**config.mk**
```make
export PLATFORM = sky130hd
export DESIGN_NAME = hwpf_issuer
export DESIGN_NICKNAME = d
export VERILOG_FILES = /design/src/rtl/hwpf_pkg.sv /design/src/rtl/hwpf_slot_table.sv /design/src/rtl/hwpf_issuer.sv
export SDC_FILE = /design/constraint.sdc
export NUM_CORES = 1
export LEC_CHECK = 0
export CORE_ASPECT_RATIO = 1.75
export CORE_MARGIN = 2
export CORE_UTILIZATION = 49
export CTS_CLUSTER_DIAMETER = 50
export CTS_CLUSTER_SIZE = 10
export DETAILED_ROUTE_END_ITERATION = 12
export GPL_ROUTABILITY_DRIVEN = 0
export PLACE_DENSITY = 0.8
export SLEW_MARGIN = 20
export SYNTH_ARGS = -nofsm -noshare
export SYNTH_HDL_FRONTEND = slang
export SYNTH_SLANG_ARGS = --single-unit
export TNS_END_PERCENT = 100
```
**constraint.sdc**
```tcl
create_clock -name clk_i -period 4.3 [get_ports clk_i]
set_clock_uncertainty 0.1 [all_clocks]
set_input_delay 0.86 -clock clk_i [delete_from_list [all_inputs] [get_ports clk_i]]
set_output_delay 0.86 -clock clk_i [all_outputs]
set_load 0.03 [all_outputs]
```
**src/rtl/hwpf_pkg.sv**
```systemverilog
// Shared types and helpers for the next-line prefetch issuer.
package hwpf_pkg;

  localparam int unsigned ADDR_W = 40;

  typedef logic [ADDR_W-1:0] addr_t;

  localparam int unsigned LANE_SIZE_DEFAULT   = 64;
  localparam logic [6:0]  PF_TID_BASE_DEFAULT = 7'h70;

  typedef struct packed {
    logic  valid;
    addr_t line;
  } hwpf_slot_t;

  typedef enum logic {
    IDLE = 1'b0,
    REQ  = 1'b1
  } hwpf_issuer_state_t;

  function automatic addr_t line_align(input addr_t addr, input int unsigned lane_size);
    addr_t mask;
    mask = addr_t'(lane_size - 1);
    return addr & ~mask;
  endfunction

endpackage

```
**src/rtl/hwpf_slot_table.sv**
```systemverilog
// In-flight prefetch slot storage: lowest-free allocation, line match,
// TID-based retire and occupancy count, all from registered state.
module hwpf_slot_table
  import hwpf_pkg::*;
#(
  parameter int unsigned          MAX_INFLIGHT = 4,
  parameter int unsigned          TID_WIDTH    = 7,
  parameter logic [TID_WIDTH-1:0] PF_TID_BASE  = TID_WIDTH'(PF_TID_BASE_DEFAULT),
  localparam int unsigned         SLOT_W       = $clog2(MAX_INFLIGHT)
) (
  input  logic                 clk_i,
  input  logic                 rst_ni,
  input  logic                 alloc_i,
  input  addr_t                alloc_line_i,
  input  logic                 release_i,
  input  logic [SLOT_W-1:0]    release_slot_i,
  input  logic                 resp_valid_i,
  input  logic [TID_WIDTH-1:0] resp_tid_i,
  input  addr_t                match_line_i,
  output logic                 match_o,
  output logic                 free_avail_o,
  output logic [SLOT_W-1:0]    free_slot_o,
  output logic [SLOT_W:0]      inflight_o
);

  logic [MAX_INFLIGHT-1:0] valid_q, valid_d;
  addr_t                   line_q [MAX_INFLIGHT];
  addr_t                   line_d [MAX_INFLIGHT];
  hwpf_slot_t              slot   [MAX_INFLIGHT];
  logic [TID_WIDTH-1:0]    resp_off;
  logic                    resp_hit;

  always_comb begin
    for (int s = 0; s < int'(MAX_INFLIGHT); s++) begin
      slot[s].valid = valid_q[s];
      slot[s].line  = line_q[s];
    end
  end

  // Descending scan so the lowest free index is the one left standing.
  always_comb begin
    match_o      = 1'b0;
    free_avail_o = 1'b0;
    free_slot_o  = '0;
    for (int s = int'(MAX_INFLIGHT) - 1; s >= 0; s--) begin
      if (slot[s].valid && (slot[s].line == match_line_i)) match_o = 1'b1;
      if (!slot[s].valid) begin
        free_avail_o = 1'b1;
        free_slot_o  = SLOT_W'(s);
      end
    end
  end

  always_comb begin
    inflight_o = '0;
    for (int s = 0; s < int'(MAX_INFLIGHT); s++) begin
      inflight_o = inflight_o + (SLOT_W + 1)'(valid_q[s]);
    end
  end

  // Wrapping subtraction turns the TID range check into one compare.
  assign resp_off = resp_tid_i - PF_TID_BASE;
  assign resp_hit = resp_valid_i && (resp_off < TID_WIDTH'(MAX_INFLIGHT));

  always_comb begin
    valid_d = valid_q;
    line_d  = line_q;
    if (resp_hit)  valid_d[resp_off[SLOT_W-1:0]] = 1'b0;
    if (release_i) valid_d[release_slot_i] = 1'b0;
    if (alloc_i && free_avail_o) begin
      valid_d[free_slot_o] = 1'b1;
      line_d[free_slot_o]  = alloc_line_i;
    end
  end

  always_ff @(posedge clk_i or negedge rst_ni) begin
    if (!rst_ni) valid_q <= '0;
    else         valid_q <= valid_d;
  end

  always_ff @(posedge clk_i) begin
    line_q <= line_d;
  end

endmodule

```
**src/rtl/hwpf_issuer.sv**
```systemverilog
// Prefetch queue consumer: pops line addresses, drops in-flight duplicates
// and issues the rest to the L1D port in cycles the demand path leaves idle.
module hwpf_issuer
  import hwpf_pkg::*;
#(
  parameter int unsigned          LANE_SIZE    = LANE_SIZE_DEFAULT,
  parameter int unsigned          MAX_INFLIGHT = 4,
  parameter type                  cpu_addr_t   = hwpf_pkg::addr_t,
  parameter int unsigned          TID_WIDTH    = 7,
  parameter logic [TID_WIDTH-1:0] PF_TID_BASE  = TID_WIDTH'(PF_TID_BASE_DEFAULT),
  localparam int unsigned         SLOT_W       = $clog2(MAX_INFLIGHT)
) (
  input  logic                 clk_i,
  input  logic                 rst_ni,
  input  logic                 flush_i,
  input  logic                 fifo_valid_i,
  input  cpu_addr_t            fifo_addr_i,
  output logic                 fifo_read_o,
  input  logic                 cpu_req_valid_i,
  input  logic                 dcache_ready_i,
  output logic                 pf_req_valid_o,
  output cpu_addr_t            pf_req_addr_o,
  output logic [TID_WIDTH-1:0] pf_req_tid_o,
  input  logic                 dcache_resp_valid_i,
  input  logic [TID_WIDTH-1:0] dcache_resp_tid_i,
  output logic [SLOT_W:0]      inflight_o,
  output logic [15:0]          drop_cnt_o
);

  hwpf_issuer_state_t state_q, state_d;
  cpu_addr_t          hold_addr_q, hold_addr_d;
  logic [SLOT_W-1:0]  hold_slot_q, hold_slot_d;
  logic [15:0]        drop_cnt_q, drop_cnt_d;

  addr_t             head_line;
  logic              head_match;
  logic              free_avail;
  logic [SLOT_W-1:0] free_slot;
  logic              alloc;
  logic              release_held;
  logic              accept;

  assign head_line = line_align(addr_t'(fifo_addr_i), LANE_SIZE);
  assign accept    = dcache_ready_i && !cpu_req_valid_i;

  hwpf_slot_table #(
    .MAX_INFLIGHT (MAX_INFLIGHT),
    .TID_WIDTH    (TID_WIDTH),
    .PF_TID_BASE  (PF_TID_BASE)
  ) u_slot_table (
    .clk_i          (clk_i),
    .rst_ni         (rst_ni),
    .alloc_i        (alloc),
    .alloc_line_i   (head_line),
    .release_i      (release_held),
    .release_slot_i (hold_slot_q),
    .resp_valid_i   (dcache_resp_valid_i),
    .resp_tid_i     (dcache_resp_tid_i),
    .match_line_i   (head_line),
    .match_o        (head_match),
    .free_avail_o   (free_avail),
    .free_slot_o    (free_slot),
    .inflight_o     (inflight_o)
  );

  always_comb begin
    state_d        = state_q;
    hold_addr_d    = hold_addr_q;
    hold_slot_d    = hold_slot_q;
    drop_cnt_d     = drop_cnt_q;
    fifo_read_o    = 1'b0;
    alloc          = 1'b0;
    release_held   = 1'b0;
    pf_req_valid_o = 1'b0;
    pf_req_addr_o  = '0;
    pf_req_tid_o   = '0;
    unique case (state_q)
      IDLE: begin
        if (!flush_i && fifo_valid_i) begin
          if (head_match) begin
            fifo_read_o = 1'b1;
            drop_cnt_d  = drop_cnt_q + 16'd1;
          end else if (free_avail) begin
            fifo_read_o = 1'b1;
            alloc       = 1'b1;
            hold_addr_d = cpu_addr_t'(head_line);
            hold_slot_d = free_slot;
            state_d     = REQ;
          end
        end
      end
      REQ: begin
        pf_req_valid_o = 1'b1;
        pf_req_addr_o  = hold_addr_q;
        pf_req_tid_o   = PF_TID_BASE + TID_WIDTH'(hold_slot_q);
        // A request the cache took in the flush cycle is still in flight.
        if (flush_i) begin
          state_d      = IDLE;
          release_held = !accept;
        end else if (accept) begin
          state_d = IDLE;
        end
      end
      default: state_d = IDLE;
    endcase
  end

  assign drop_cnt_o = drop_cnt_q;

  always_ff @(posedge clk_i or negedge rst_ni) begin
    if (!rst_ni) begin
      state_q    <= IDLE;
      drop_cnt_q <= '0;
    end else begin
      state_q    <= state_d;
      drop_cnt_q <= drop_cnt_d;
    end
  end

  always_ff @(posedge clk_i) begin
    hold_addr_q <= hold_addr_d;
    hold_slot_q <= hold_slot_d;
  end

endmodule

```
==> impl_metrics.env <==
export IMPL_status="completed"
export IMPL_grt_setup_unrepaired="false"
export IMPL_path_cells="clkdlybuf4s50_1 > xor2_1 > nor4_1 > nand3_1 > or4_1 > nor4bb_2 > a21oi_1 > buf_4"
export IMPL_seq_power_share=0.476
export IMPL_root_buffer="clkbuf_16"
export IMPL_dr_pass1_iters=5
export IMPL_final_layout_size_suffix_gt1_frac=0.126
export IMPL_ys_types=42
export IMPL_p_sw_frac=0.290
export IMPL_slew_headroom=0.368
export IMPL_use_met3=0.0567
export IMPL_drt_total_wl_mm=21.8
export IMPL_final_max_slew_violation_count=0
export IMPL_use_met2=0.417
export IMPL_grt_use_met1=0.253
export IMPL_grt_pass1_wl_mm=32.6
export IMPL_r2r_end="u_slot_table.line_q[97]"
export IMPL_p_per_area_nw_per_um2=453
export IMPL_worstHoldPathType="reg2reg"
export IMPL_ioPinCount=122
export IMPL_multiInputGateArea_sq_um=2800
export IMPL_ys_ff_latch=193
export IMPL_grt_start_max_net_pins=45
export IMPL_internal_power_mw=3.47
export IMPL_initial_core_util=0.502
export IMPL_syn_area_sq_um=8540
export IMPL_clock_sinks=193
export IMPL_cp_data_required_time_ns=3.34
export IMPL_busiest_layer="met2"
export IMPL_synth_top_family_by_area="XOR/XNOR gates"
export IMPL_hold_viol=0
export IMPL_synth_simple_gate_area_share=0.135
export IMPL_crit_slowest_cell="clkdlybuf4s50_1"
export IMPL_setup_violations=0
export IMPL_grt_overflow_total=0
export IMPL_synth_mux_area_fraction=0.00132
export IMPL_core_sq_um=17000
export IMPL_synth_edf_count=172
export IMPL_end_kind="output pin"
export IMPL_cts_max_level=4
export IMPL_synthAdderAreaFrac=0.00820
export IMPL_worst_hold_path_endpoint="drop_cnt_o[15]"
export IMPL_fill_cells=1258
export IMPL_route_detailed_drc=0
export IMPL_clk_latency_ns=0.43
export IMPL_cp_top_family="simple AND/OR/NAND/NOR gates"
export IMPL_p_sw_mw=1.42
export IMPL_yosysWarnings=0
export IMPL_cp_arrival_ns=3.32
export IMPL_grt_pass1_vias=5710
export IMPL_synth_top_flop_cell="edfxtp_1"
export IMPL_syn_inst=579
export IMPL_post_cts_repair_setup_buffers=0
export IMPL_ys_async_sr_fraction=0.109
export IMPL_r2r_slack_ns=1.32
export IMPL_p_clk_frac=0.315
export IMPL_setup_tns_ns=0
export IMPL_port_buffers=107
export IMPL_grt_total_usage=0.238
export IMPL_placed_cell_area_sq_um=10200
export IMPL_cp_num_buf_inv=2
export IMPL_dieArea_sq_um=18500
export IMPL_viasPerCell=5.68
export IMPL_power_leakage_nw=3.66
export IMPL_fin_crit_sh=0.996
export IMPL_start_kind="input port"
export IMPL_drtAntennaViolNets=0
export IMPL_clkTransAtPathRegs_ns=0.07
export IMPL_drt_initial_drc_count=462
export IMPL_max_vdd_ir_drop_v=0.000377
export IMPL_cts_hold_repair_buffers=0
export IMPL_post_dp_hpwl_mm=15.8
export IMPL_max_freq_mhz=233
export IMPL_final_cell_area_sq_um=10800
export IMPL_vias=5515
export IMPL_synth_compound_area_frac=0.0129
export IMPL_hold_depth=1
export IMPL_finalPower_mw=4.90
export IMPL_rows=63
export IMPL_nets=790
export IMPL_routedWlPerCell_um=22.4
export IMPL_cts_tree="built"
export IMPL_clock_path_buffers=2
export IMPL_antenna_found_initial=0
export IMPL_period_needed_ns=4.28
export IMPL_critPathKind="in2out"
export IMPL_cts_buffers=17
export IMPL_rr_worst_depth=9
export IMPL_insertedDiodeCount=0
export IMPL_cap_violations=0
export IMPL_area_delta_synth_final_pct=26.6
export IMPL_crit_path_max_incr_delay_ns=0.75
export IMPL_p_comb_frac=0.208
export IMPL_tightest_slew_ns=0.944
export IMPL_cp_max_fo=6
export IMPL_die_w_um=104
export IMPL_yosysSeqAreaShare=0.666
export IMPL_synthXorXnorAreaFrac=0.159
export IMPL_seq_area_sq_um=5690
export IMPL_min_delay_start="drop_cnt_o[15]"
export IMPL_syn_area_per_cell_sq_um=14.8
export IMPL_die_y_um=179
export IMPL_r2r_start="u_slot_table.line_q[52]"
[registers in the layout, indices dropped and copies added (netlist names)]
register              cells
hold_slot_q               2
u_slot_table.valid_q      4
u_slot_table.line_q     136
state_q                   1
drop_cnt_o               16
hold_addr_q              34
[cells in the final DEF (no fill, tap or decap), drive strengths merged, types with 2 or more instances in the layout]
cell type	n
edfxtp	172
clkdlybuf4s50	103
xnor2	79
xor2	75
nand4	41
buf	41
and2	38
nor4	34
clkbuf	23
dfrtp	21
nand3	20
nand2	14
nor2	13
nor3	9
conb	8
inv	6
clkinv	5
and3	4
ha	4
or4	4
nor4b	3
o31ai	3
dlymetal6s2s	3
a21oi	2
and4b	2
nand2b	2
o22ai	2
and4	2
[metrics by stage]
| step | hold slack (ns) | worst slack (ns) | std cells | utilization |
|---|---|---|---|---|
| 6_report | 0.371 | 0.0151 | 971 | 0.635 |
| 3_5_place_dp | 0.365 | 0.0308 | 939 | 0.598 |
| 4_1_cts | 0.377 | 0.0252 | 971 | 0.632 |
| 3_3_place_gp | 0.365 | 0.111 | 939 | 0.598 |
| 5_1_grt | 0.407 | 0.0265 | 971 | 0.635 |
| 2_1_floorplan | 0.454 | 0.165 | 586 | - |
[layout make-up]
type | count | area share
clock buffers | 23 | 0.0483
clock inverters | 9 | 0.00613
inverters | 2 | 0.000694
multi-input cells | 370 | 0.259
flip-flops and latches | 193 | 0.526
well taps | 227 | 0.0263
repair buffers | 147 | 0.133
[layer usage]
| layer | wire [um] | part of all wire |
|---|---|---|
| met5 | 0 | 0 |
| met3 | 1350 | 0.062 |
| met1 | 7610 | 0.35 |
| met2 | 11400 | 0.52 |
| met4 | 1440 | 0.066 |
[Yosys cell counts (all sizes together) (2+ instances only)]
library cell    n  area share
nand2b          2      0.0015
o31ai           3      0.0026
or4             4      0.0048
edfxtp        172        0.60
xnor2          79       0.082
and4            2      0.0021
o22ai           2      0.0015
buf            14       0.014
nor4           34       0.026
and3            4      0.0029
a21oi           2      0.0012
ha              4      0.0059
and4b           2      0.0023
clkbuf          7      0.0031
xor2           75       0.077
inv             2     0.00088
nor4b           3      0.0031
and2           38       0.028
nand3          20       0.013
nand4          41       0.031
nand2          14      0.0062
dfrtp          21       0.062
nor3            9      0.0053
nor2           13      0.0057
[cells by family (layout without fill, tap and decap cells)]
kind of cell	Yosys count	after routing
flip-flops	193	193
multiplexers	1	1
AO/OA/AOI/OAI	13	13
XOR/XNOR	154	154
other	1	8
buffers and inverters	23	181
AND/OR/NAND/NOR	189	189
adder cells (fa/ha/maj)	5	5
[worst max-delay path by stage]
stage | startpoint | end | slack, ns | cells after the start
global route | fifo_addr_i[28] | fifo_read_o | 0.03 | 8
detailed placement | fifo_addr_i[38] | fifo_read_o | 0.03 | 8
CTS | fifo_addr_i[38] | fifo_read_o | 0.03 | 8
finish | fifo_addr_i[24] | fifo_read_o | 0.02 | 8
global placement | fifo_addr_i[26] | fifo_read_o | 0.11 | 8
floorplan | fifo_addr_i[26] | hold_addr_q[10] | 0.17 | 8
[power by group through the flow]
stage	clock [mW]	sequential (mW)	combinational, mW
after floorplan	0	2.33	0.591
after global placement	0	2.36	0.992
after detailed placement	0	2.37	1.01
after CTS	1.56	2.33	1.02
after global routing	1.64	2.35	1.08
final	1.54	2.33	1.02
[what timing repair did]
action | 4_1_cts | 5_1_grt
endpoints found under the hold margin | 0 | 0
resized for setup | 0 | 9
endpoints found under the setup margin | 0 | 1
No activity file was read; power rests on OpenSTA's default activity.
==> RTL edit 1: new RTL, config.mk and constraints unchanged <==
Register the output `drop_cnt_o` once more, cleared by the reset; this adds one clock of latency there. The other outputs are not delayed to match.
--- a/src/rtl/hwpf_issuer.sv
+++ b/src/rtl/hwpf_issuer.sv
@@ -105,7 +105,13 @@
     endcase
   end
 
-  assign drop_cnt_o = drop_cnt_q;
+  always_ff @(posedge clk_i or negedge rst_ni) begin
+    if (!rst_ni) begin
+      drop_cnt_o <= '0;
+    end else begin
+      drop_cnt_o <= drop_cnt_q;
+    end
+  end
 
   always_ff @(posedge clk_i or negedge rst_ni) begin
     if (!rst_ni) begin
Behaviour: not the same (Yosys sat finds a counterexample within 4 cycles, from zero or initial values and one cycle with rst_ni low).
==> RTL edit 1 against the unedited design <==
- total power grew 9.8%
- register-to-register slack got worse by 0.12 ns
- non-clock buffer count increased by 31
- core utilization grew 1.2 points
- the run now ends with setup timing left
- largest power group unchanged
- sequential cell count up 16
- setup slack worse by 0.092 ns
- wire length rose by 6.5%
- highest routed layer unchanged
- final area rose by 7.6%
- synthesized area grew 4.7%
==> RTL edit 1: results <==
INSERT INTO impl_metrics (metric_group, metric, value, unit) VALUES
('synthesis', 'post_synth_xor_area_fraction', '0.152', ''),
('cts', 'cts-htree-levels', '1', ''),
('setup_path', 'worst_r2r_endpoint', 'u_slot_table.line_q[24]', ''),
('worst_hold_path', 'hold_depth', '0', ''),
('synthesis', 'synthesized_area_fraction_occupied_by_ao_oa_aoi_and_oai_cells', '0.0123', ''),
('synthesis', 'post_synthesis_mean_instance_area', '15.0', 'sq um'),
('status', 'failed_checks', 'setup timing', ''),
('placement', 'setup_slack_placement', '-0.218', 'ns'),
('power_and_ir_drop', 'portion_of_total_power_attributed_to_combinational_logic', '0.205', ''),
('setup_path', 'crit_fanout', '5', ''),
('power_and_ir_drop', 'p_clk_frac', '0.335', ''),
('setup_path', 'worst_setup_path_startpoint', 'fifo_addr_i[16]', ''),
('global_route', 'grt_start_max_net_pins', '38', ''),
('global_route', 'global_route.usage.total', '0.245', ''),
('status', 'outcome', 'finished, violations left', ''),
('sta', 'setup_ws', '-0.0773', 'ns'),
('cts', 'cts.path.max_buffers', '3', ''),
('sta', 'timing.setup.tns', '-0.0773', 'ns'),
('setup_path', 'cp_slowest_stage_delay', '0.55', 'ns'),
('sta', 'number_of_endpoints_failing_setup_at_the_final_stage', '1', '');
-- RTL edit 1: cell types whose count changed after synthesis, sizes merged --
cell / change
dfrtp: +16
-- RTL edit 1: layer usage --
layer / GRT usage / routed length [microns] / share of wire
met1: 0.265 / 7640 / 0.33
met2: 0.431 / 12200 / 0.53
met3: 0.0496 / 1680 / 0.073
met4: 0.156 / 1630 / 0.070
met5: 0 / 0 / 0
-- RTL edit 1: repair_timing --
action,4_1_cts,5_1_grt
cloned,0,0
hold buffers,0,0
gates resized for setup,4,13
pin swaps,0,6
buffers inserted,0,0
endpoints found under the setup margin,1,1
-- RTL edit 1: cell families after synthesis --
group	Yosys count
simple gates	189
fa+ha+maj	5
flops	209
mux	1
xor+xnor	154
compound gates	13
other cells	1
buf+inv	23
-- RTL edit 1: cell type report --
type	count	area, sq um
clock buffers	43	672
repair buffers	178	1700
clock inverters	1	16.3
inverters	2	7.51
multi-input cells	370	2850
flip-flops and latches	209	6090
fillers	1272	6350
well taps	234	293
==> RTL edit 2: new RTL, config.mk and constraints unchanged <==
Without the edit above. The package constant `ADDR_W` goes from 40 to 60.
--- a/src/rtl/hwpf_pkg.sv
+++ b/src/rtl/hwpf_pkg.sv
@@ -1,7 +1,7 @@
 // Shared types and helpers for the next-line prefetch issuer.
 package hwpf_pkg;
 
-  localparam int unsigned ADDR_W = 40;
+  localparam int unsigned ADDR_W = 60;
 
   typedef logic [ADDR_W-1:0] addr_t;
 
Ports: changed (resized fifo_addr_i and pf_req_addr_o); port bits go from 122 to 162. No check against the original RTL was run, so the function may have changed too.
==> RTL edit 2 against the unedited design <==
- setup slack better by 0.020 ns
- final area increased by 52%
- synthesized area grew 44%
- critical endpoint unchanged
- total power rose by 53%
- wire length up 44%
- global-route usage up 0.36 points
- sequential cell count rose by 100
- first-iteration DRC count rose by 28%
==> RTL edit 2: results <==
INSERT INTO impl_metrics (metric_group, metric, value, unit) VALUES
('setup_path', 'worstReg2RegStart', 'u_slot_table.line_q[38]', ''),
('global_route', 'grt_start_max_net_pins', '64', ''),
('synthesis', 'async_flop_share', '0.0717', ''),
('sta', 'timing.max_slew.rel_slack', '0.381', ''),
('synthesis', 'synth-edff-count', '272', ''),
('status', 'outcome', 'complete, no violations', ''),
('cts', 'tritoncts.num_buffers', '35', ''),
('final_layout', 'drive_gt1_frac', '0.168', ''),
('synthesis', 'synth.yosys.seq_area_share', '0.705', ''),
('cts', 'cts.path.max_buffers', '3', ''),
('global_route', 'grt_first_pass_wirelength', '46500', 'microns'),
('routing', 'vias_per_cell', '5.55', ''),
('synthesis', 'synth_commonest_cells', 'edfxtp_1, xnor2_1, xor2_1, and2_1, nand4_1', ''),
('placement', 'placement.io_buffers', '147', ''),
('routing', 'detail_route.iter0.violations', '590', ''),
('placement', 'detailedPlacementHpwl', '22000', 'microns'),
('global_route', 'global_route.usage.total', '0.242', ''),
('final_layout', 'filler_cell_count', '1595', ''),
('power_and_ir_drop', 'vdd.ir_drop.worst', '259', 'uV'),
('cts', 'clock_latency', '0.50', 'ns');
## RTL edit 2: kinds of logic (layout without fill, tap and decap cells)
family	count (synthesis)	count (layout)	synth area share
XOR/XNOR	207	207	0.147
other	1	8	0.000304
AO/OA/AOI/OAI	52	52	0.0369
adder cells (fa/ha/maj)	5	5	0.00569
multiplexers	1	1	0.000914
buffers and inverters	52	334	0.0206
flip-flops	293	293	0.705
AND/OR/NAND/NOR	171	171	0.0831
## RTL edit 2: cell type report
type                       count  area share
timing repair buffer         260       0.163
tap                          312      0.0238
clock buffer                  49      0.0599
inverter                      24     0.00550
sequential                   293       0.531
multi-input combinational    444       0.216
clock inverter                 1    0.000382
## RTL edit 2: power by group through the flow
| stage | sequential (W) | clock (W) | combinational [W] |
|---|---|---|---|
| after floorplan | 0.00354 | 0 | 0.000702 |
| after global placement | 0.00358 | 0 | 0.00131 |
| after detailed placement | 0.00359 | 0 | 0.00134 |
| after CTS | 0.00353 | 0.00265 | 0.00136 |
| after global routing | 0.00356 | 0.00275 | 0.00144 |
| final | 0.00353 | 0.00262 | 0.00136 |
## RTL edit 2: how the worst max path moves through the flow
stage	end	from	depth (start not counted)
floorplan	u_slot_table.line_q[100]	fifo_addr_i[40]	9
global route	fifo_read_o	fifo_addr_i[59]	10
global placement	fifo_read_o	fifo_addr_i[33]	9
detailed placement	fifo_read_o	fifo_addr_i[39]	9
CTS	fifo_read_o	fifo_addr_i[38]	10
finish	fifo_read_o	fifo_addr_i[39]	9
## RTL edit 2: worst max-delay path, stage by stage
cell             delay (ns)
clkdlybuf4s50_1        0.56
xnor2_2                0.33
o221ai_1               0.19
a2111oi_0              0.46
nand4_1                0.22
o32ai_4                0.20
nor2_1                 0.10
a21oi_1                0.18
buf_4                  0.19
## RTL edit 2: through the flow
step | utilization | setup slack, ns | std cells | hold WS, ns | instance area [sq um]
6_report | 0.665 | 0.0352 | 1383 | 0.383 | 16400
5_1_grt | 0.665 | -0.0349 | 1383 | 0.404 | 16400
4_1_cts | 0.661 | 0.00303 | 1383 | 0.386 | 16300
3_5_place_dp | 0.621 | -0.0323 | 1333 | 0.379 | 15300
3_3_place_gp | 0.621 | 0.00102 | 1333 | 0.360 | 15300
2_1_floorplan | - | -0.433 | 789 | 0.442 | 12400
## RTL edit 2: metal layers
metal	wire length [microns]	up-vias	GRT usage	share of wire
li1	-	3415	-	-
met1	11200	3842	0.277	0.36
met2	16900	334	0.431	0.54
met3	1520	85	0.0309	0.048
met4	1800	0	0.135	0.057
met5	0	-	0	0
## RTL edit 2: repair_timing
action	in CTS	in global routing
endpoints found under the hold margin	0	0
hold buffers	0	0
setup endpoints to repair	1	1
gates resized for setup	5	20
pin swaps	0	3
